<file path="src/rtl/load_hazard_scoreboard_if.sv">
// load_hazard_scoreboard_if
// Bundles the ID-stage operand/destination info, the pipeline control inputs
// and the scoreboard's stall/perf outputs between ctrl and the scoreboard.
//   master : pipeline control side (drives ID info, ext_stall, flush)
//   slave  : load_hazard_scoreboard (drives stall_id, hazard_src, counters)
interface load_hazard_scoreboard_if #(
    parameter int REG_AW   = 5,
    parameter int NUM_SRC  = 2,
    parameter int LOAD_LAT = 1,
    parameter int CNT_W    = 32
);
    localparam int PCW = $clog2(LOAD_LAT + 1);

    logic                        id_valid;
    logic [NUM_SRC*REG_AW-1:0]   id_src_addr;
    logic [NUM_SRC-1:0]          id_src_used;
    logic                        id_is_load;
    logic                        id_dest_we;
    logic [REG_AW-1:0]           id_dest_addr;
    logic                        ext_stall;
    logic                        flush;
    logic                        stall_id;
    logic [NUM_SRC-1:0]          hazard_src;
    logic [PCW-1:0]              pending_cnt;
    logic [CNT_W-1:0]            stall_cycles;

    modport master (
        output id_valid, id_src_addr, id_src_used, id_is_load, id_dest_we,
               id_dest_addr, ext_stall, flush,
        input  stall_id, hazard_src, pending_cnt, stall_cycles
    );

    modport slave (
        input  id_valid, id_src_addr, id_src_used, id_is_load, id_dest_we,
               id_dest_addr, ext_stall, flush,
        output stall_id, hazard_src, pending_cnt, stall_cycles
    );
endinterface

</file>
<file path="src/rtl/load_hazard_scoreboard.sv">
// load_hazard_scoreboard
// Tracks loads for LOAD_LAT cycles after EX and stalls the ID instruction when
// any of its used source operands names one of those in-flight load targets.
// Also keeps a saturating count of hazard-stall cycles.
//   clk  : pipeline clock, rising edge
//   rst  : synchronous, active-high reset
//   bus  : slave side of load_hazard_scoreboard_if (ID info in, stall out)

// Per-source comparator: one instance per ID source operand.
module load_hazard_scoreboard_src_match #(
    parameter int REG_AW   = 5,
    parameter int LOAD_LAT = 1
) (
    input  logic                            id_valid_i,
    input  logic                            used_i,
    input  logic [REG_AW-1:0]               src_i,
    input  logic [LOAD_LAT-1:0]             vld_i,
    input  logic [LOAD_LAT-1:0][REG_AW-1:0] addr_i,
    output logic                            hit_o
);
    always_comb begin
        hit_o = 1'b0;
        for (int k = 0; k < LOAD_LAT; k++)
            if (vld_i[k] && (addr_i[k] == src_i)) hit_o = 1'b1;
        // $0 is hardwired, so it never creates a dependency
        if (!id_valid_i || !used_i || (src_i == '0)) hit_o = 1'b0;
    end
endmodule

module load_hazard_scoreboard #(
    parameter int REG_AW   = 5,
    parameter int NUM_SRC  = 2,
    parameter int LOAD_LAT = 1,
    parameter int CNT_W    = 32
) (
    input logic                  clk,
    input logic                  rst,
    load_hazard_scoreboard_if.slave bus
);
    localparam int PCW = $clog2(LOAD_LAT + 1);

    // Tracker: entry 0 = load in EX, entry k = load k cycles past EX
    logic [LOAD_LAT-1:0]             vld_q, vld_d;
    logic [LOAD_LAT-1:0][REG_AW-1:0] addr_q, addr_d;
    logic [CNT_W-1:0]                cnt_q, cnt_d;
    logic [NUM_SRC-1:0]              hit;
    logic                            stall;
    logic                            new_vld;
    logic [PCW-1:0]                  pend;

    for (genvar i = 0; i < NUM_SRC; i++) begin : g_src
        load_hazard_scoreboard_src_match #(
            .REG_AW   (REG_AW),
            .LOAD_LAT (LOAD_LAT)
        ) u_match (
            .id_valid_i (bus.id_valid),
            .used_i     (bus.id_src_used[i]),
            .src_i      (bus.id_src_addr[i*REG_AW +: REG_AW]),
            .vld_i      (vld_q),
            .addr_i     (addr_q),
            .hit_o      (hit[i])
        );
    end

    assign stall   = |hit;
    // Loads writing $0 or not writing at all can't cause a hazard; keep them out
    assign new_vld = bus.id_valid & bus.id_is_load & bus.id_dest_we &
                     (bus.id_dest_addr != '0);

    always_comb begin
        vld_d  = vld_q;
        addr_d = addr_q;
        if (bus.flush) begin
            vld_d = '0;
        end else if (!bus.ext_stall) begin
            for (int k = LOAD_LAT - 1; k > 0; k--) begin
                vld_d[k]  = vld_q[k-1];
                addr_d[k] = addr_q[k-1];
            end
            // While stalling, the ID instruction stays put and EX gets a bubble
            vld_d[0]  = new_vld & ~stall;
            addr_d[0] = bus.id_dest_addr;
        end
    end

    always_comb begin
        cnt_d = cnt_q;
        if (stall && !bus.ext_stall && !bus.flush && (cnt_q != {CNT_W{1'b1}}))
            cnt_d = cnt_q + CNT_W'(1);
    end

    always_comb begin
        pend = '0;
        for (int k = 0; k < LOAD_LAT; k++) pend = pend + PCW'(vld_q[k]);
    end

    always_ff @(posedge clk) begin
        if (rst) begin
            vld_q  <= '0;
            addr_q <= '0;
            cnt_q  <= '0;
        end else begin
            vld_q  <= vld_d;
            addr_q <= addr_d;
            cnt_q  <= cnt_d;
        end
    end

    assign bus.stall_id     = stall;
    assign bus.hazard_src   = hit;
    assign bus.pending_cnt  = pend;
    assign bus.stall_cycles = cnt_q;
endmodule

</file>
<file path="src/flat_wrapper.sv">
// flat-port wrapper written by rule: the top's interface ports become plain ports
module load_hazard_scoreboard_flat 
#(
    parameter int REG_AW   = 5,
    parameter int NUM_SRC  = 2,
    parameter int LOAD_LAT = 1,
    parameter int CNT_W    = 32
)
  (clk, rst, bus_id_valid, bus_id_src_addr, bus_id_src_used, bus_id_is_load, bus_id_dest_we, bus_id_dest_addr, bus_ext_stall, bus_flush, bus_stall_id, bus_hazard_src, bus_pending_cnt, bus_stall_cycles);
  load_hazard_scoreboard_if #(.REG_AW(REG_AW), .NUM_SRC(NUM_SRC), .LOAD_LAT(LOAD_LAT), .CNT_W(CNT_W)) bus_i ();
  input logic clk;
  input logic rst;
  input wire logic [$bits(bus_i.id_valid)-1:0] bus_id_valid;
  input wire logic [$bits(bus_i.id_src_addr)-1:0] bus_id_src_addr;
  input wire logic [$bits(bus_i.id_src_used)-1:0] bus_id_src_used;
  input wire logic [$bits(bus_i.id_is_load)-1:0] bus_id_is_load;
  input wire logic [$bits(bus_i.id_dest_we)-1:0] bus_id_dest_we;
  input wire logic [$bits(bus_i.id_dest_addr)-1:0] bus_id_dest_addr;
  input wire logic [$bits(bus_i.ext_stall)-1:0] bus_ext_stall;
  input wire logic [$bits(bus_i.flush)-1:0] bus_flush;
  output wire logic [$bits(bus_i.stall_id)-1:0] bus_stall_id;
  output wire logic [$bits(bus_i.hazard_src)-1:0] bus_hazard_src;
  output wire logic [$bits(bus_i.pending_cnt)-1:0] bus_pending_cnt;
  output wire logic [$bits(bus_i.stall_cycles)-1:0] bus_stall_cycles;
  assign bus_i.id_valid = bus_id_valid;
  assign bus_i.id_src_addr = bus_id_src_addr;
  assign bus_i.id_src_used = bus_id_src_used;
  assign bus_i.id_is_load = bus_id_is_load;
  assign bus_i.id_dest_we = bus_id_dest_we;
  assign bus_i.id_dest_addr = bus_id_dest_addr;
  assign bus_i.ext_stall = bus_ext_stall;
  assign bus_i.flush = bus_flush;
  assign bus_stall_id = bus_i.stall_id;
  assign bus_hazard_src = bus_i.hazard_src;
  assign bus_pending_cnt = bus_i.pending_cnt;
  assign bus_stall_cycles = bus_i.stall_cycles;
  load_hazard_scoreboard #(.REG_AW(REG_AW), .NUM_SRC(NUM_SRC), .LOAD_LAT(LOAD_LAT), .CNT_W(CNT_W)) u_core (.clk(clk), .rst(rst), .bus(bus_i));
endmodule
</file>
<file path="config.mk">
export PLATFORM = sky130hd
export DESIGN_NAME = load_hazard_scoreboard_flat
export DESIGN_NICKNAME = d
export VERILOG_FILES = /design/src/rtl/load_hazard_scoreboard_if.sv /design/src/rtl/load_hazard_scoreboard.sv /design/src/flat_wrapper.sv
export SDC_FILE = /design/constraint.sdc
export NUM_CORES = 1
export LEC_CHECK = 0
export ABC_AREA = 1
export BUFFER_PORTS_ARGS = -buffer_cell sky130_fd_sc_hd__buf_2
export CORE_ASPECT_RATIO = 1.25
export CORE_MARGIN = 5
export CORE_UTILIZATION = 40
export CTS_BUF_LIST = sky130_fd_sc_hd__clkbuf_8
export DETAILED_ROUTE_END_ITERATION = 7
export PLACE_DENSITY = 0.74
export SLEW_MARGIN = 20
export SYNTH_ARGS = -nofsm -noshare
export SYNTH_HDL_FRONTEND = slang
export SYNTH_SLANG_ARGS = --single-unit
</file>
<file path="constraint.sdc">
create_clock -name clk -period 1.6 [get_ports clk]
set_clock_uncertainty 0.05 [all_clocks]
set_input_delay 0.16 -clock clk [delete_from_list [all_inputs] [get_ports clk]]
set_output_delay 0.16 -clock clk [all_outputs]
set_load 0.005 [all_outputs]
</file>
# == Word-level counts from Yosys, hierarchy flattened ==
# Index checks and enable logic that the tools add are counted.
# totals
ff_bits,38
latchBits,0
ramBits,0
mem_bits_ro,0
inputBits,24
mem_count,0
# op_classes
add_sub_neg,1
mul,0
n_div,0
order_cmp,0
eq_ne,3
shifts,0
muxes,4
n_bitwise,7
reduce_logical,20
# op_table
op,n
adder 32 x 1 -> 32 bit (second input constant),1
inequality test 32 bit (second input constant),1
== test 5 bit,2
zero test 5 bit,2
logical AND 1 bit,5
zero test 1 bit,5
nonzero test 5 bit,1
bitwise AND 1 bit,4
logical OR 1 bit,4
2-to-1 mux 1 bit,4
OR reduction 2 bit,2
inverter 1 bit,3
AND reduction 2 bit,1

# == Depth between registers and ports, before layout ==
# Gate-level depths: netlist of the first run.
# depth
ltp_word,8
mapped_depth,11

# == Cells and area by module ==
# Synthesis of the first run repeated with hierarchy kept, for this count alone.
# unflattened
cells_unflattened,437
area_unflattened_um2,2581.2
# by_module_without_submodules
module,n_inst,cells_per_inst,area_each_um2,seq_area_each_um2
load_hazard_scoreboard,1,377,2346.0,760.7
load_hazard_scoreboard_src_match,2,30,117.6,0.0

# == Least setup slack after synthesis of the first run ==
# No wires, ideal clock.
# synth_timing
kind,register -> register
startpoint,register u_core.cnt_q[0] (netlist: u_core.bus.stall_cycles[0])
endpoint,register u_core.cnt_q[17] (netlist: u_core.bus.stall_cycles[17])
setup_time_ns,0.143
arrival_time_ns,1.579
t_required_ns,1.407
slack_ns,-0.172
path_stages_with_launch,10
path_buffers,1
period_less_slack_ns,1.772
cell_sequence,dfxtp_1 > ha_1 > inv_2 > nor2_4 > nand3_4 > nor2_4 > a21oi_4 > buf_2 > nand3_1 > a21oi_2
# synth_between
elab_chain_cells,2
elab_cells_between_ends,3
# synth_lines
element,line_no,source
from (decl),load_hazard_scoreboard.sv:45,"logic [CNT_W-1:0] cnt_q, cnt_d;"
from (signal assigned),load_hazard_scoreboard.sv:105,cnt_q <= cnt_d;
branches (longest 2 deep; another with adder 32 x 1 -> 32 bit),n/a,
# Several ways; the timed one is not identified.
# A chain may end at the register's enable or synchronous reset.

# == Worst setup path in the final report of the first run ==
# layout_timing
startpoint,register u_core.addr_q[3] in the netlist's numbering
endpoint,register u_core.cnt_q[22] (netlist: u_core.bus.stall_cycles[22])
# layout_between
elab_chain_cells,8
elab_cells_between_ends,12
# layout_lines
element,line_no,source
from (decl),load_hazard_scoreboard.sv:44,"logic [LOAD_LAT-1:0][REG_AW-1:0] addr_q, addr_d;"
from (signal assigned),load_hazard_scoreboard.sv:104,addr_q <= addr_d;
== test 5 bit,load_hazard_scoreboard.sv:24,if (vld_i[k] && (addr_i[k] == src_i)) hit_o = 1'b1;
logical AND 1 bit,load_hazard_scoreboard.sv:24,
2-to-1 mux 1 bit,load_hazard_scoreboard.sv:24,
2-to-1 mux 1 bit,load_hazard_scoreboard.sv:26,if (!id_valid_i || !used_i || (src_i == '0)) hit_o = 1'b0;
OR reduction 2 bit (*),load_hazard_scoreboard.sv:65,assign stall = |hit;
logical AND 1 bit (*) (3 in series),load_hazard_scoreboard.sv:88,if (stall && !bus.ext_stall && !bus.flush && (cnt_q != {CNT_W{1'b1}}))
# Mark *: on every way between the ends. The rest lies on a longest branch, timed or not.

==> results.yml, run 1 <==
final_layout:
  multiInputGateArea_um2: 2060
  ff_latch_area_um2: 788
  fillers: 607
  area_growth_pct: 49.4
  antenna_cells: 0
  fin_area_um2: 4240
  nets: 602
  drive_above_1_share: 0.460
floorplanning:
  die-width_um: 85.4
  die_h_um: 104
  ioPinCount: 60
  start_util: 0.410
  core_area_um2: 6930
  row_count: 34
  dieArea_um2: 8900
min_path:
  whs_path_depth: 3
  min_to: "u_core.vld_q"
  min_from: "bus_ext_stall"
  hp-class: "in -> reg"
placed_design:
  place_congestion: 0.939
  pre_cts_ws_ns: -0.0279
  placed_area_um2: 3660
  portBuffers: 59
  dpl.hpwl_um: 6930
run:
  maxCapViolations: 0
pwr:
  ir_drop_v: 0.000285
  switching_share: 0.252
  leakagePower_nw: 1.80
  power.switching_mw: 0.499
  combPwrFrac: 0.088
  p_clk_frac: 0.427
  p_per_area_nw_per_um2: 466
  p_seq_frac: 0.485
  p_int_mw: 1.48
critical_path:
  r2r-start: "u_core.addr_q[3]"
  start_kind: "flop"
  r2r_slack_ns: -0.14
  crit_arrival_ns: 1.86
  r2r_cells: 12
  path_class: "reg -> reg"
  r2r_end: "u_core.bus.stall_cycles[22]"
  cp-end-kind: "flop"
  critPathMaxFanout: 5
  required_ns: 1.73
synthesis:
  synthesis.nets: 473
  synth.distinct_cells: 27
  syn_area_per_cell_um2: 6.34
  synthCells: 448
  synth_area_um2: 2840
  yosysSeqAreaShare: 0.268
  ys_warn_count: 0
  ys_ff_latch: 38
routing:
  drt_wl_total_um: 9600
  drc: 0
  drtAntennaViolNets: 0
  num_vias: 3430
  via_per_inst: 5.13
  wl_per_cell_um: 14.4
  drt_iter0_markers: 279
  drtPass1Iterations: 4
cts:
  cts.reportedPaths.clkPinSlew_ns: 0.08
  cts_made_buffers: 5
  h-tree-depth: 2
  cts_root_buf: "clkbuf_8"
  cts_tree: "built"
  ctsLongestPathBuffers: 2
  clk_latency_ns: 0.31
  cts.sinks: 38
  cts_hold_buf: 0
grt:
  grt-ovfl-total: 0
  grt_pass1_vias: 3311
  grt_usage: 0.206
  antenna_found_initial: 0
  grt_start_max_net_pins: 31
  grt_pass1_wl_um: 15000
timing:
  slew_headroom: 0.650
  hold_violations: 0
  setup_viol: 33
  post-route-period-util: 1.08
  rsz0062_at_grt: "true"
  final.min_clock_period_ns: 1.74
  fin_ws_ns: -0.135
  tns_ns: -2.98
  finalMaxSlewViolations: 0
  max_freq_mhz: 576
  worst_slew_pin_slew_ns: 0.526
status:
  violations: "negative setup slack"
  status: "finished with violations"
==> flip-flops by register name, indices dropped and copies added, names as in the netlist <==
name / flops
u_core.addr_q: 5
u_core.vld_q: 1
u_core.bus.stall_cycles: 32
==> power groups by stage <==
stage | registers, mW | logic [mW] | clock network, mW
4_1_cts | 0.959 | 0.152 | 0.845
5_1_grt | 0.960 | 0.194 | 0.893
3_3_place_gp | 0.980 | 0.140 | 0
3_5_place_dp | 0.981 | 0.145 | 0
6_report | 0.959 | 0.175 | 0.845
2_1_floorplan | 0.980 | 0.0848 | 0
==> logic make-up (layout without fill, tap and decap cells) <==
logic type               count (synthesis)  after routing  share of synthesized area
AO/OA/AOI/OAI                           49             49                      0.126
XOR/XNOR                                12             12                     0.0370
buffers and inverters                   50            179                     0.0894
adder cells (fa/ha/maj)                  1              1                    0.00440
flip-flops                              38             38                      0.268
AND/OR/NAND/NOR                        298            299                      0.475
==> critical path, stage by stage (launching register included) <==
cell       delay, ns
dfxtp_2         0.34
inv_2           0.07
nand2_1         0.07
nand2_1         0.06
nand2_1         0.06
nor2_2          0.14
nand3_2         0.14
nand2_4         0.12
buf_8           0.15
nand2_8         0.11
clkbuf_16       0.19
nand2_2         0.06
a21oi_2         0.05
==> cell type report <==
class	instances	area share
multi-input cells	361	0.485
repair buffers	135	0.245
flip-flops and latches	38	0.186
inverters	36	0.0318
well taps	90	0.0265
clock buffers	5	0.0162
clock inverters	3	0.00944
==> synthesized netlist by cell type <==
cell type,number,area (µm²)
nand2_1,149,559
nor2_1,62,233
dfxtp_1,38,761
nand3_1,37,185
inv_1,33,124
a21oi_2,27,236
nand2_2,22,138
nand3b_1,16,120
o21ai_0,12,60.1
a21oi_1,9,45.0
xnor2_1,7,61.3
buf_4,5,37.5
xor2_1,5,43.8
buf_2,3,15.0
clkbuf_1,3,11.3
inv_2,3,11.3
nor2_2,3,18.8
nor2_4,3,33.8
buf_12,2,40.0
nand4_1,2,12.5
a21oi_4,1,16.3
and3_1,1,6.26
buf_8,1,15.0
ha_1,1,12.5
nand2_8,1,20.0
nand3_4,1,17.5
nor4_1,1,6.26
==> placed cells by master, fill, tap and decap left out <==
cell,instances
nor2_1,46
nor4_1,1
nand2_2,18
nand3_1,32
buf_4,61
inv_1,28
a21oi_4,1
nand2_4,19
nand3b_1,16
o21ai_1,2
nand3_2,5
dfxtp_1,20
nor2_2,17
a21oi_2,29
inv_2,8
dfxtp_2,16
buf_6,8
clkbuf_8,5
buf_2,56
nor2_4,5
nand3_4,1
buf_12,6
a21oi_1,7
ha_4,1
o21ai_0,10
xnor2_1,7
nand2_8,1
buf_8,1
nand4_1,2
buf_16,1
xor2_1,5
dfxtp_4,2
nand2_1,135
bufinv_16,1
clkbuf_16,2
and3_1,1
clkinv_2,2
==> worst max-delay path by stage <==
stage                                     startpoint                          end  slack, ns  depth (start not counted)
final                               u_core.addr_q[3]  u_core.bus.stall_cycles[22]      -0.14                         12
after global routing                u_core.addr_q[3]  u_core.bus.stall_cycles[22]      -0.22                         12
after CTS                           u_core.addr_q[3]            bus_hazard_src[0]      -0.06                          9
after detailed placement  u_core.bus.stall_cycles[7]  u_core.bus.stall_cycles[29]      -0.03                          9
after global placement    u_core.bus.stall_cycles[7]  u_core.bus.stall_cycles[27]      -0.05                          9
after floorplan           u_core.bus.stall_cycles[1]  u_core.bus.stall_cycles[17]      0.001                          9
==> per-layer routing <==
| layer | global-route usage | share of wire | wire (µm) |
|---|---|---|---|
| met1 | 0.230 | 0.37 | 3560 |
| met2 | 0.378 | 0.53 | 5110 |
| met3 | 0.0309 | 0.060 | 572 |
| met4 | 0.0860 | 0.037 | 354 |
| met5 | 0 | 0 | 0 |
==> repair_timing <==
item,4_1_cts,5_1_grt
resized for setup,31,68
setup endpoints to repair,35,35
buffers inserted,4,6
pin swaps,5,13
gates cloned,1,3
==> through the flow <==
stage	hold WS [ns]	cells	total power, mW	utilization
6_report	0.0635	668	1.98	0.612
5_1_grt	0.0803	668	2.05	0.612
4_1_cts	0.0686	659	1.96	0.565
3_5_place_dp	0.383	646	1.13	0.527
3_3_place_gp	0.366	646	1.12	0.527
2_1_floorplan	0.257	448	1.06	-
Power figures use the tool's default switching activity.
==> run 2, diff against run 1 <==
Settings changed: CORE_ASPECT_RATIO 1.25 to unset, HOLD_SLACK_MARGIN set to 0.1.
==> run 2 against run 1 <==
- the run still ends with negative setup slack left
- combinational power rose by 32%
- sequential power decreased by 0.5%
- via count is 3.7% higher
- utilization grew 4.0 points
- non-clock buffer count decreased by 4
- routed wire length grew 10%
- power rose by 2.5%
- largest cell class unchanged
- largest power group unchanged
==> results.yml, run 2 (same netlist as run 1, synthesis figures left out) <==
timing:
  post-route-period-util: 1.06
  fin_ws_ns: -0.0989
  slew_headroom: 0.656
  finalMaxSlewViolations: 0
  rsz0062_at_grt: "true"
  worst_slew_pin_slew_ns: 0.516
  max_freq_mhz: 589
  tns_ns: -0.681
  final.min_clock_period_ns: 1.70
  setup_viol: 28
  hold_ws_ns: 0.102
  hold_violations: 0
placed_design:
  portBuffers: 59
  place_congestion: 0.905
  placed_area_um2: 3580
  dpl.hpwl_um: 6720
  pre_cts_ws_ns: -0.0573
routing:
  top_layer: "met4"
  drt_wl_total_um: 10600
  wl_met2_um: 5240
  via_per_inst: 5.29
  drc: 0
  drtAntennaViolNets: 0
  drtPass1Iterations: 6
  num_vias: 3557
  drt_iter0_markers: 393
  wl_per_cell_um: 15.8
  wl_met3_um: 693
  drt-met1-wl_um: 4250
floorplanning:
  dieArea_um2: 8890
  core_area_um2: 6870
  start_util: 0.413
  ioPinCount: 60
  die_h_um: 94.3
  row_count: 30
  die-width_um: 94.3
final_layout:
  nets: 600
  antenna_cells: 0
  area_growth_pct: 57.7
  final_cell_mix: "nand2_1 (131), buf_2 (57), buf_4 (54)"
  final_common_cell: "nand2_1"
  drive_above_1_share: 0.519
  ff_latch_area_um2: 795
  fin_area_um2: 4480
  largest_register_ff_count: 32
  fillers: 550
  multiInputGateArea_um2: 2300
pwr:
  p_per_area_nw_per_um2: 453
  power_mw: 2.03
  ir_drop_v: 0.000278
  leakagePower_nw: 1.76
run:
  maxCapViolations: 0
critical_path:
  start_kind: "flop"
  cp-end-kind: "flop"
  path_class: "reg -> reg"
  required_ns: 1.78
  crit_arrival_ns: 1.88
  critPathMaxFanout: 6
cts:
  ctsLongestPathBuffers: 2
  cts_made_buffers: 5
  cts.sinks: 38
  cts.reportedPaths.clkPinSlew_ns: 0.08
  h-tree-depth: 2
  clk_latency_ns: 0.30
  cts_tree: "built"
  cts_root_buf: "clkbuf_8"
min_path:
  hp-class: "in -> reg"
grt:
  antenna_found_initial: 0
  grt-ovfl-total: 0
  grt_pass1_vias: 3187
  grt_usage: 0.204
  grt_start_max_net_pins: 32
  grt_pass1_wl_um: 14600
status:
  status: "finished with violations"
  violations: "negative setup slack"
==> run 2: area by class of cell <==
cell class                      count  share of cell area
Multi-Input combinational cell    363               0.514
Timing Repair Buffer              131               0.226
Sequential cell                    38               0.177
Inverter                           36              0.0313
Tap cell                           96              0.0268
Clock buffer                        5              0.0154
Clock inverter                      3             0.00894
==> run 2: path summary, 6_finish.rpt <==
check,cells past startpoint,startpoint,end,slack (ns)
min,3,bus_id_dest_addr[3],u_core.addr_q[3],0.10
max,10,u_core.bus.stall_cycles[19],u_core.bus.stall_cycles[1],-0.1
min reg2reg,2,u_core.addr_q[3],u_core.addr_q[3],0.43
max reg2reg,10,u_core.bus.stall_cycles[19],u_core.bus.stall_cycles[1],-0.1
==> run 2: per-layer routing <==
layer | global-route usage | vias up
li1 | - | 1681
met1 | 0.258 | 1681
met2 | 0.356 | 153
met3 | 0.0321 | 42
met4 | 0.0554 | 0
met5 | 0 | -
==> run 2: per-stage QoR <==
stage	util	cells
floorplan	-	448
CTS	0.555	657
global route	0.652	672
finish	0.652	672
global placement	0.522	643
detailed placement	0.522	643
==> run 2: critical path: stages (launching register included) <==
cell and delay [ns]:
dfxtp_1 0.36, nand2_1 0.12, nor2_2 0.16, nand2_1 0.08, nor2_2 0.18, a21oi_4 0.10
buf_12 0.16, clkbuf_16 0.16, nand3b_1 0.08, nand2_1 0.06, nor2_1 0.11
==> run 2: timing repair <==
item,4_1_cts,5_1_grt
hold buffers,4,0
gates cloned,0,7
resized for setup,27,123
setup buffers,2,8
endpoints found under the hold margin,2,0
setup endpoints to repair,35,35
pin swaps,6,49
==> run 2: power by group <==
part	switching, mW	internal (mW)	total [mW]
Sequential	0.00708	0.947	0.954
Clock	0.383	0.459	0.842
Combinational	0.130	0.102	0.231
==> run 3, diff against run 2 <==
Settings changed: PLACE_DENSITY 0.74 to 0.72.
Clock period 1.6 ns to 2.1 ns, I/O delays scaled along.
==> run 3 against run 2 <==
- the run now ends clean
- routed wire length shrank 25%
- fmax shrank 6.9%
- global-route usage shrank 1.5 points
- power down 27%
- sequential power fell by 23%
- count of clock-buffer cells in the layout stayed put
- first-iteration DRC count down 44%
- design area decreased by 25%
- die area unchanged
- flip-flop and latch count unchanged
- critical path type unchanged
- largest cell class unchanged
==> results.yml, run 3 (same netlist as run 1, synthesis figures left out) <==
status:
  status: "complete, no violations"
cts:
  cts-resized-gates: 0
  cts.sinks: 38
  cts_tree: "built"
  cts.reportedPaths.clkPinSlew_ns: 0.08
  clk_latency_ns: 0.30
  cts_made_buffers: 5
  h-tree-depth: 2
  ctsLongestPathBuffers: 2
  cts_root_buf: "clkbuf_8"
routing:
  wl_per_cell_um: 13.0
  drtAntennaViolNets: 0
  num_vias: 3098
  via_per_inst: 5.05
  drt_iter0_markers: 222
  drt_wl_total_um: 7950
  drc: 0
  drtPass1Iterations: 5
grt:
  grt-ovfl-total: 0
  grt_usage: 0.189
  antenna_found_initial: 0
  grt_start_max_net_pins: 32
  grt_pass1_wl_um: 13500
  grt_pass1_vias: 3023
floorplanning:
  die_h_um: 94.3
  ioPinCount: 60
  start_util: 0.413
  die-width_um: 94.3
  row_count: 30
  dieArea_um2: 8890
  core_area_um2: 6870
pwr:
  ir_drop_v: 0.000283
  leakagePower_nw: 1.40
  p_per_area_nw_per_um2: 437
  power_mw: 1.47
critical_path:
  required_ns: 2.25
  r2r_cells: 9
  start_kind: "flop"
  crit_top_cell: "nor2_1"
  slowest_delay_ns: 0.48
  cp-end-kind: "flop"
  crit_arrival_ns: 1.98
  crit_chain: "nand2_1, nor2_1, nand2_1, nor2_2, a21oi_4, nand2_8, inv_1, nor2_1, nor2_1"
  path_class: "reg -> reg"
  critPathMaxFanout: 31
  slowest_stage: "dfxtp_1"
final_layout:
  drive_above_1_share: 0.277
  final_cell_mix: "nand2_1 (149), nor2_1 (62), buf_2 (59)"
  fillers: 710
  antenna_cells: 0
  final_common_cell: "nand2_1"
  area_growth_pct: 18.5
  nets: 541
  fin_cells: 613
  largest_register_ff_count: 32
timing:
  worst_slew_pin_slew_ns: 0.501
  finalMaxSlewViolations: 0
  hold_violations: 0
  final.min_clock_period_ns: 1.83
  slew_headroom: 0.666
  fin_ws_ns: 0.275
  setup_viol: 0
  post-route-period-util: 0.869
  max_freq_mhz: 548
  rsz0062_at_grt: "false"
  tns_ns: 0
placed_design:
  dpl.hpwl_um: 6210
  pre_cts_ws_ns: 0.136
  placed_cells: 603
  portBuffers: 59
  place_congestion: 0.902
min_path:
  whs_path_depth: 4
  hp-class: "in -> reg"
run:
  maxCapViolations: 0
run 3: cell count changes in the layout (fill, tap and decap cells not counted), sizes merged:
cell / previous run / this run
buf: 124 / 75
clkbuf: 8 / 5
clkinv: 2 / 0
clkinvlp: 0 / 1
dlygate4sd3: 4 / 0
inv: 36 / 37
nand2: 175 / 172
run 3: path summary, 6_finish.rpt:
path / to / startpoint / slack (ns)
setup / recovery: u_core.bus.stall_cycles[1] / u_core.bus.stall_cycles[18] / 0.27
hold / removal: u_core.vld_q / bus_flush / 0.12
setup reg to reg: u_core.bus.stall_cycles[1] / u_core.bus.stall_cycles[18] / 0.27
hold reg to reg: u_core.addr_q[1] / u_core.addr_q[1] / 0.45
run 3: routing by layer:
metal | wire length (µm) | global-route usage | vias up
met5 | 0 | 0 | -
met4 | 193 | 0.0650 | 0
met3 | 533 | 0.0345 | 20
met2 | 3750 | 0.324 | 112
met1 | 3470 | 0.235 | 1411
li1 | - | - | 1555
run 3: area by class of cell:
cell class	instances	area (µm²)	area share
inverter	36	135	0.0401
clock buffer	5	68.8	0.0204
timing repair buffer	75	415	0.123
clock inverter	3	41.3	0.0123
tap	96	120	0.0357
multi-input combinational	360	1830	0.542
sequential	38	761	0.226
run 3: critical path: cells and delay by family, from the launching register on:
family          cells  cell delay [ns]
compound gates      1             0.11
flops               1             0.48
simple gates        7             0.97
buf+inv             1             0.10
run 3: where the power goes:
group          total [mW]  switching (mW)  internal, mW
registers           0.731         0.00461         0.727
logic               0.109          0.0687        0.0406
clock network       0.630           0.280         0.350
total                1.47           0.354          1.12
run 3: repair_timing:
item | in CTS | in global routing
buffers inserted | 0 | 2
hold buffers | 0 | 0
setup endpoints to repair | 0 | 7
run 3: stage by stage:
stage | area, µm² | hold WS [ns] | utilization
floorplan | 2840 | 0.307 | -
global placement | 3240 | 0.421 | 0.472
detailed placement | 3240 | 0.435 | 0.472
CTS | 3350 | 0.117 | 0.488
global route | 3370 | 0.127 | 0.490
finish | 3370 | 0.118 | 0.490
